`config.mk`:
```
export PLATFORM = sky130hd
export DESIGN_NAME = rgb_led_sequencer
export DESIGN_NICKNAME = d
export VERILOG_FILES = /design/src/rtl/rgb_seq_pkg.sv /design/src/rtl/rgb_pwm.sv /design/src/rtl/rgb_led_sequencer.sv
export SDC_FILE = /design/constraint.sdc
export NUM_CORES = 1
export LEC_CHECK = 0
export ABC_AREA = 1
export CAP_MARGIN = 30
export CORE_MARGIN = 4
export CORE_UTILIZATION = 45
export DETAILED_ROUTE_END_ITERATION = 10
export PLACE_DENSITY = 0.69
export SLEW_MARGIN = 10
export SYNTH_ARGS = -nofsm -noshare
export SYNTH_HDL_FRONTEND = slang
export SYNTH_SLANG_ARGS = --single-unit
export TNS_END_PERCENT = 10
```
`constraint.sdc`:
```
create_clock -name clk -period 4.6 [get_ports clk]
set_input_delay 0.92 -clock clk [delete_from_list [all_inputs] [get_ports clk]]
set_output_delay 0.92 -clock clk [all_outputs]
set_load 0.05 [all_outputs]
```
`src/rtl/rgb_seq_pkg.sv`:
```
// Shared definitions for the RGB LED sequencer.
//   state_t       : sequencer state (IDLE, RUN, OVR)
//   PALETTE_MASK  : per-step channel mask {r,g,b}; a set bit means full-scale
//                   duty for that channel, a clear bit means duty 0
//   LED_DARK      : active-low pin pattern with all channels off
package rgb_seq_pkg;

  typedef enum logic [1:0] {
    IDLE,
    RUN,
    OVR
  } state_t;

  // The palette only ever uses 0 or full scale. Storing it as masks keeps it
  // independent of PWM_BITS.
  localparam logic [2:0] PALETTE_MASK [4] = '{3'b000, 3'b001, 3'b010, 3'b100};

  localparam logic [2:0] LED_DARK = 3'b111;

endpackage

```
`src/rtl/rgb_pwm.sv`:
```
// Per-channel PWM generator with registered active-low LED outputs.
//   clk, rst                : clock, synchronous active-high reset
//   duty_r/duty_g/duty_b    : channel duties; 0 = never lit, all-ones = always lit
//   red_led/green_led/blue_led : active-low pins, one cycle behind duty/pwm_cnt
module rgb_pwm
  import rgb_seq_pkg::*;
#(
  parameter int unsigned PWM_BITS = 8
) (
  input  logic                clk,
  input  logic                rst,
  input  logic [PWM_BITS-1:0] duty_r,
  input  logic [PWM_BITS-1:0] duty_g,
  input  logic [PWM_BITS-1:0] duty_b,
  output logic                red_led,
  output logic                green_led,
  output logic                blue_led
);

  logic [PWM_BITS-1:0] pwm_cnt;
  logic [2:0]          lit;

  // duty > cnt alone would leave full scale dark for one count; force it on.
  always_comb begin
    lit    = '0;
    lit[2] = (duty_r == '1) || (duty_r > pwm_cnt);
    lit[1] = (duty_g == '1) || (duty_g > pwm_cnt);
    lit[0] = (duty_b == '1) || (duty_b > pwm_cnt);
  end

  always_ff @(posedge clk) begin
    if (rst) begin
      pwm_cnt                         <= '0;
      {red_led, green_led, blue_led}  <= LED_DARK;
    end else begin
      pwm_cnt                         <= pwm_cnt + PWM_BITS'(1);
      {red_led, green_led, blue_led}  <= ~lit;
    end
  end

endmodule

```
`src/rtl/rgb_led_sequencer.sv`:
```
// RGB LED colour-program sequencer with a request/acknowledge override.
//   clk, rst      : clock, synchronous active-high reset
//   en            : run the 4-step colour program; low = idle, LEDs dark
//   ovr_req       : level override request, accepted in IDLE or RUN
//   ovr_rgb       : override duties {r,g,b}, captured on accept
//   ovr_ack       : one-cycle pulse the cycle after an accept
//   busy          : high while the override colour is shown
//   step_idx      : current program step
//   red_led/green_led/blue_led : active-low LED pins
module rgb_led_sequencer
  import rgb_seq_pkg::*;
#(
  parameter int unsigned PWM_BITS    = 8,
  parameter int unsigned DWELL_BITS  = 24,
  parameter int unsigned DWELL_TICKS = 4194304,
  parameter int unsigned OVR_TICKS   = 4194304
) (
  input  logic                  clk,
  input  logic                  rst,
  input  logic                  en,
  input  logic                  ovr_req,
  input  logic [3*PWM_BITS-1:0] ovr_rgb,
  output logic                  ovr_ack,
  output logic                  busy,
  output logic [1:0]            step_idx,
  output logic                  red_led,
  output logic                  green_led,
  output logic                  blue_led
);

  localparam logic [DWELL_BITS-1:0] DWELL_LAST = DWELL_BITS'(DWELL_TICKS - 1);
  localparam logic [DWELL_BITS-1:0] OVR_LAST   = DWELL_BITS'(OVR_TICKS - 1);

  state_t                  state;
  logic [DWELL_BITS-1:0]   dwell;
  logic [DWELL_BITS-1:0]   ovr_cnt;
  logic [3*PWM_BITS-1:0]   ovr_duty;
  logic [3*PWM_BITS-1:0]   duty;
  logic [2:0]              mask;
  logic                    accept;

  assign accept = ovr_req && (state != OVR);
  assign busy   = (state == OVR);

  always_comb begin
    mask = PALETTE_MASK[step_idx];
    duty = '0;
    case (state)
      RUN:     duty = {{PWM_BITS{mask[2]}}, {PWM_BITS{mask[1]}}, {PWM_BITS{mask[0]}}};
      OVR:     duty = ovr_duty;
      default: duty = '0;
    endcase
  end

  always_ff @(posedge clk) begin
    if (rst) begin
      state    <= IDLE;
      step_idx <= '0;
      dwell    <= '0;
      ovr_cnt  <= '0;
      ovr_duty <= '0;
      ovr_ack  <= 1'b0;
    end else begin
      ovr_ack <= accept;
      if (accept) begin
        ovr_duty <= ovr_rgb;
        ovr_cnt  <= '0;
      end
      case (state)
        IDLE: begin
          if (accept) begin
            state <= OVR;
          end else if (en) begin
            state    <= RUN;
            step_idx <= '0;
            dwell    <= '0;
          end
        end
        RUN: begin
          // Dwell advance is committed even on the accept edge; a falling en
          // only clears the program when no override is taken.
          if (accept) begin
            state <= OVR;
          end
          if (!accept && !en) begin
            state    <= IDLE;
            step_idx <= '0;
            dwell    <= '0;
          end else if (dwell == DWELL_LAST) begin
            dwell    <= '0;
            step_idx <= step_idx + 2'd1;
          end else begin
            dwell <= dwell + DWELL_BITS'(1);
          end
        end
        OVR: begin
          if (ovr_cnt == OVR_LAST) begin
            ovr_cnt <= '0;
            if (en) begin
              state <= RUN;
            end else begin
              state    <= IDLE;
              step_idx <= '0;
              dwell    <= '0;
            end
          end else begin
            ovr_cnt <= ovr_cnt + DWELL_BITS'(1);
          end
        end
        default: state <= IDLE;
      endcase
    end
  end

  rgb_pwm #(
    .PWM_BITS(PWM_BITS)
  ) u_pwm (
    .clk      (clk),
    .rst      (rst),
    .duty_r   (duty[3*PWM_BITS-1:2*PWM_BITS]),
    .duty_g   (duty[2*PWM_BITS-1:PWM_BITS]),
    .duty_b   (duty[PWM_BITS-1:0]),
    .red_led  (red_led),
    .green_led(green_led),
    .blue_led (blue_led)
  );

endmodule

```
Yosys cells after proc, flatten, opt, wreduce, memory -nomap -nowiden
Index checks and enable logic that the tools add are counted.
{"block": "totals", "ff_bits": 88, "in_bits": 28, "out_inout_bits": 7}
{"block": "op_classes", "addsub": 4, "n_lt_le_gt_ge": 4, "eq_ne": 15, "mux": 28, "bitwise_logic": 2, "reduce_logical": 13}
{"cell": "$mux W24", "count": 9}
{"cell": "$pmux W24 S3", "count": 1}
{"cell": "$add A24 B1 Y24 const B", "count": 2}
{"cell": "$eq A24 B22 Y1 const B", "count": 2}
{"cell": "$pmux W24 S2", "count": 1}
{"cell": "$eq A8 B8 Y1 const B", "count": 3}
{"cell": "$gt A8 B8 Y1", "count": 3}
{"cell": "$mux W2", "count": 11}
{"cell": "$pmux W2 S3", "count": 2}
{"cell": "$ne A3 B3 Y1 const B", "count": 3}
{"cell": "$add A8 B1 Y8 const B", "count": 1}
{"cell": "$ne A2 B2 Y1 const B", "count": 4}
{"cell": "$bmux W3 S2", "count": 1}
{"cell": "$mux W3", "count": 2}
{"cell": "$reduce_and A6 Y1", "count": 1}
{"cell": "$reduce_and A5 Y1", "count": 1}
{"cell": "$ge A3 B3 Y1 const B", "count": 1}
{"cell": "$logic_or A1 B1 Y1", "count": 3}
{"cell": "$not A2 Y3", "count": 1}
{"cell": "$not A3 Y3", "count": 1}
{"cell": "$reduce_and A3 Y1", "count": 1}
{"cell": "$reduce_bool A3 Y1", "count": 1}
{"cell": "$add A2 B1 Y2 const B", "count": 1}
{"cell": "$eq A2 B1 Y1 const B", "count": 1}
{"cell": "other kinds (7)", "count": 9}

Depth between registers and ports, before layout
{"block": "logic_depth", "ltp_word": 8, "ltp_mapped": 14}

Hierarchy
A second synthesis with hierarchy kept.
{"block": "hier_totals", "cells_unflattened": 890, "hier_area_um2": 5685.5}
{"module": "rgb_led_sequencer", "n_inst": 1, "cells_each": 741, "area_per_inst_um2": 4649.5}
{"module": "rgb_pwm", "n_inst": 1, "cells_each": 149, "area_per_inst_um2": 1036.0}

Worst setup path after synthesis
No wires, ideal clock.
{"block": "synth_timing", "kind": "reg-to-reg", "from": "register state[0]", "to": "register u_pwm.blue_led", "setup_time_ps": 125, "arrival_time_ps": 2208, "required_ps": 4475, "slack_ps": 2266, "path_stages_with_launch": 15, "path_buffers": 2, "synth_period_minus_slack_ps": 2334, "cell_sequence": "dfxtp_1 > inv_1 > ha_1 > buf_6 > buf_2 > nand2_1 > a21oi_1 > ha_1 > inv_1 > nor2_1 > nor2_1 > o21ai_0 > a21oi_1 > o22ai_1 > nand2_1"}
{"block": "synth_between", "elab_chain_len": 5}
{"item": "from (decl)", "line_no": "rgb_led_sequencer.sv:34", "text": "state_t state;"}
{"item": "from (signal assigned)", "line_no": "rgb_led_sequencer.sv:57", "text": "state <= IDLE;"}
{"item": "from (signal assigned)", "line_no": "rgb_led_sequencer.sv:72", "text": "state <= OVR;"}
{"item": "from (signal assigned)", "line_no": "rgb_led_sequencer.sv:74", "text": "state <= RUN;"}
{"item": "$eq A2 B2 Y1 (*)"}
{"item": "net busy", "line_no": "rgb_led_sequencer.sv:24", "text": "output logic busy,"}
{"item": "$pmux W24 S2 (*)", "line_no": "rgb_led_sequencer.sv:48", "text": "case (state)"}
{"item": "$gt A8 B8 Y1 or $eq A8 B8 Y1 (tied branches)", "line_no": "rgb_pwm.sv:28", "text": "lit[0] = (duty_b == '1) || (duty_b > pwm_cnt);"}
{"item": "$logic_or A1 B1 Y1 (*)", "line_no": "rgb_pwm.sv:28"}
{"item": "$not A3 Y3 (*)", "line_no": "rgb_pwm.sv:37", "text": "{red_led, green_led, blue_led} <= ~lit;"}
{"item": "to (signal assigned)", "line_no": "rgb_pwm.sv:37"}
{"item": "to (decl)", "line_no": "rgb_pwm.sv:17", "text": "output logic blue_led"}
The timed path passes the listed nets; every way through them passes the cells marked *.
A chain may end at the register's enable or synchronous reset.

Worst setup path after layout
{"block": "layout_timing", "from": "register state[0]", "to": "output port busy"}
{"block": "layout_between", "elab_chain_len": 1}
{"item": "$eq A2 B2 Y1", "line_no": "rgb_led_sequencer.sv:43", "text": "assign busy = (state == OVR);"}
{"item": "to (decl)", "line_no": "rgb_led_sequencer.sv:24"}
No other way between the ends.

==> results_dict.tcl <==
set metrics [dict create \
    outcome "complete, no violations" \
    grt_usage_pct 18.33 \
    cp-start-kind "flop" \
    drt_iter0_markers 377 \
    drt_pass1_iterations 5 \
    insertion_delay_ps 340 \
    end_kind "primary output" \
    synth.most_common_cell "nand2_1" \
    nets 924 \
    finalHoldViolations 0 \
    synth_top_flop_cell "dfxtp_1" \
    nFillCells 1182 \
    yosysTopAreaCellShare_pct 32.67 \
    synthCells 838 \
    ios 35 \
    worst-setup-path-type "reg -> out" \
    post-place-ws_ps 1277 \
    diodes 0 \
    coreArea_sq_mm 0.01156 \
    setup_tns_ps 0 \
    fin_cells 1009 \
    drc 0 \
    grt_pass1_wl_um 21250 \
    synthArstFlopShare_pct 0 \
    start_util_pct 46.63 \
    io_buffer_count 34 \
    fin_ws_ps 1448 \
    dp.final_hpwl_um 9197 \
    period_needed_ps 3152 \
    dieArea_sq_mm 0.01380 \
    syn_to_final_growth_pct 13.23 \
    cts_hold_buf 0 \
    grt_pass1_vias 4604 \
    htree_num_levels 3 \
    cp.arrival_ps 2230 \
    cts_resized 0 \
    gr-total-overflow 0 \
    hold_class "reg -> reg" \
    postSynthAreaPerCell_sq_um 6.435 \
    finClkSkew_ps 5.887 \
    drive_gt1_share_pct 4.965 \
    synth_edf_count 0 \
    cts_tree "done" \
    ys_types 35 \
    cap_violations 0 \
    clockBufferDepth 2 \
    tightest_slew_ps 722.8 \
    fmax_mhz 317.3 \
    grt_max_degree 40 \
    maxSlewViolCount 0 \
    wirelength_um 12760 \
    gp_congestion 0.8753 \
    rsz0062_at_grt "false" \
    fin_crit_sh_pct 68.52 \
    wire_per_inst_um 12.64 \
    cts_root_buf "clkbuf_16" \
    synth-seq-cells 88 \
    antenna_found_initial 0 \
    relSlewSlack_pct 51.76 \
    cts_setup_buffers 0 \
    ys_seq_area_share_pct 32.67 \
    synth_common_cells "nand2_1, nor2_1, dfxtp_1" \
    vias 5176 \
    worstPathRequired_ps 3680 \
    power_density_mw_per_mm2 415.6 \
    finalSetupViolations 0 \
    cts.sink_count 88 \
    rows 39 \
    cp_max_fo 39 \
    yosys_warnings 0 \
    synth_nets 901 \
    fin_util_pct 52.80 \
    yosysTopAreaCell "dfxtp_1" \
    cts_buffers 9 \
    place_inst 993 \
    ant_nets 0 \
    syn-cell-area_sq_mm 0.005393 \
    die_x_um 117.5 \
    clkTransAtPathRegs_ps 60 \
    ys_top_cells_by_area "dfxtp_1, nand2_1, nor2_1, ha_1, a21oi_1" \
    vdd_drop_max_mv 0.2818 \
    die_y_um 117.5 \
    p_leak_uw 0.002545 \
    via_per_inst 5.130 \
]
==> cells in the final DEF (no fill, tap or decap), drive strengths merged, types with 11 or more instances in the layout <==
cell,Yosys,final
o21ai,43,43
nand4,15,15
ha,35,35
nor2,142,142
clkdlybuf4s50,0,34
nand3,46,46
a21oi,72,72
inv,77,77
dfxtp,88,88
nand2,246,246
o21bai,11,11
clkbuf,13,11
==> critical path, cell delays in order, from the launching register on <==
cell,delay (ps)
dfxtp_1,350
inv_1,100
ha_1,140
buf_4,370
clkdlybuf4s50_1,930
==> final timing paths <==
kind                                  startpoint          endpoint  slack (ps)  cells after the start
worst max-delay path                    state[0]              busy        1450                      4
worst min-delay path            u_pwm.pwm_cnt[6]  u_pwm.pwm_cnt[6]         480                      1
worst max register to register          state[0]         dwell[16]        1800                     12
worst min register to register  u_pwm.pwm_cnt[6]  u_pwm.pwm_cnt[6]         480                      1
==> stage by stage <==
stage / hold slack (ps) / total power (uW) / area (sq um)
after global routing: 508.2 / 2719 / 6106
after floorplan: 443.1 / 1623 / 5393
after detailed placement: 465.3 / 1815 / 5807
after global placement: 472.7 / 1813 / 5807
final: 482.6 / 2537 / 6106
after CTS: 487.9 / 2564 / 6106
==> kinds of logic (layout without fill, tap and decap cells) <==
kind of cell	Yosys count	in the layout	synth area share, %
AND/OR/NAND/NOR	465	465	36.10
adder cells (fa/ha/maj)	35	35	8.121
flip-flops	88	88	32.67
buffers and inverters	106	134	8.144
XOR/XNOR	11	11	1.786
AO/OA/AOI/OAI	133	133	13.18
==> state kept, by name (all words and copies together) (netlist names) <==
name             flops
u_pwm.red_led        1
step_idx             2
ovr_ack              1
ovr_duty            24
state                2
u_pwm.green_led      1
ovr_cnt             24
u_pwm.blue_led       1
dwell               24
u_pwm.pwm_cnt        8
==> layout make-up <==
cell class                      instances  area (sq um)  share of cell area, %
Clock buffer                           11         242.7                  3.975
Clock inverter                          5         56.30                 0.9221
Inverter                               79         296.5                  4.857
Multi-Input combinational cell        644          3192                  52.27
Sequential cell                        88          1762                  28.85
Tap cell                              143         178.9                  2.930
Timing Repair Buffer                   39         377.9                  6.189
==> per-layer routing <==
metal  vias to the layer above  track usage, %  routed length [um]
met5                         -               0                   0
met4                         0           4.689                 120
met3                        11           4.469                 550
met2                       114           28.47                5505
met1                      2310           25.61                6578
li1                       2741               -                   -
==> where the power goes <==
part / internal (uW) / switching (uW) / total [uW]
combinational: 274 / 631 / 905
clock: 435 / 298 / 733
sequential: 846 / 53.2 / 899
total: 1550 / 983 / 2540
Note: power is estimated with default switching activity, not from simulation.
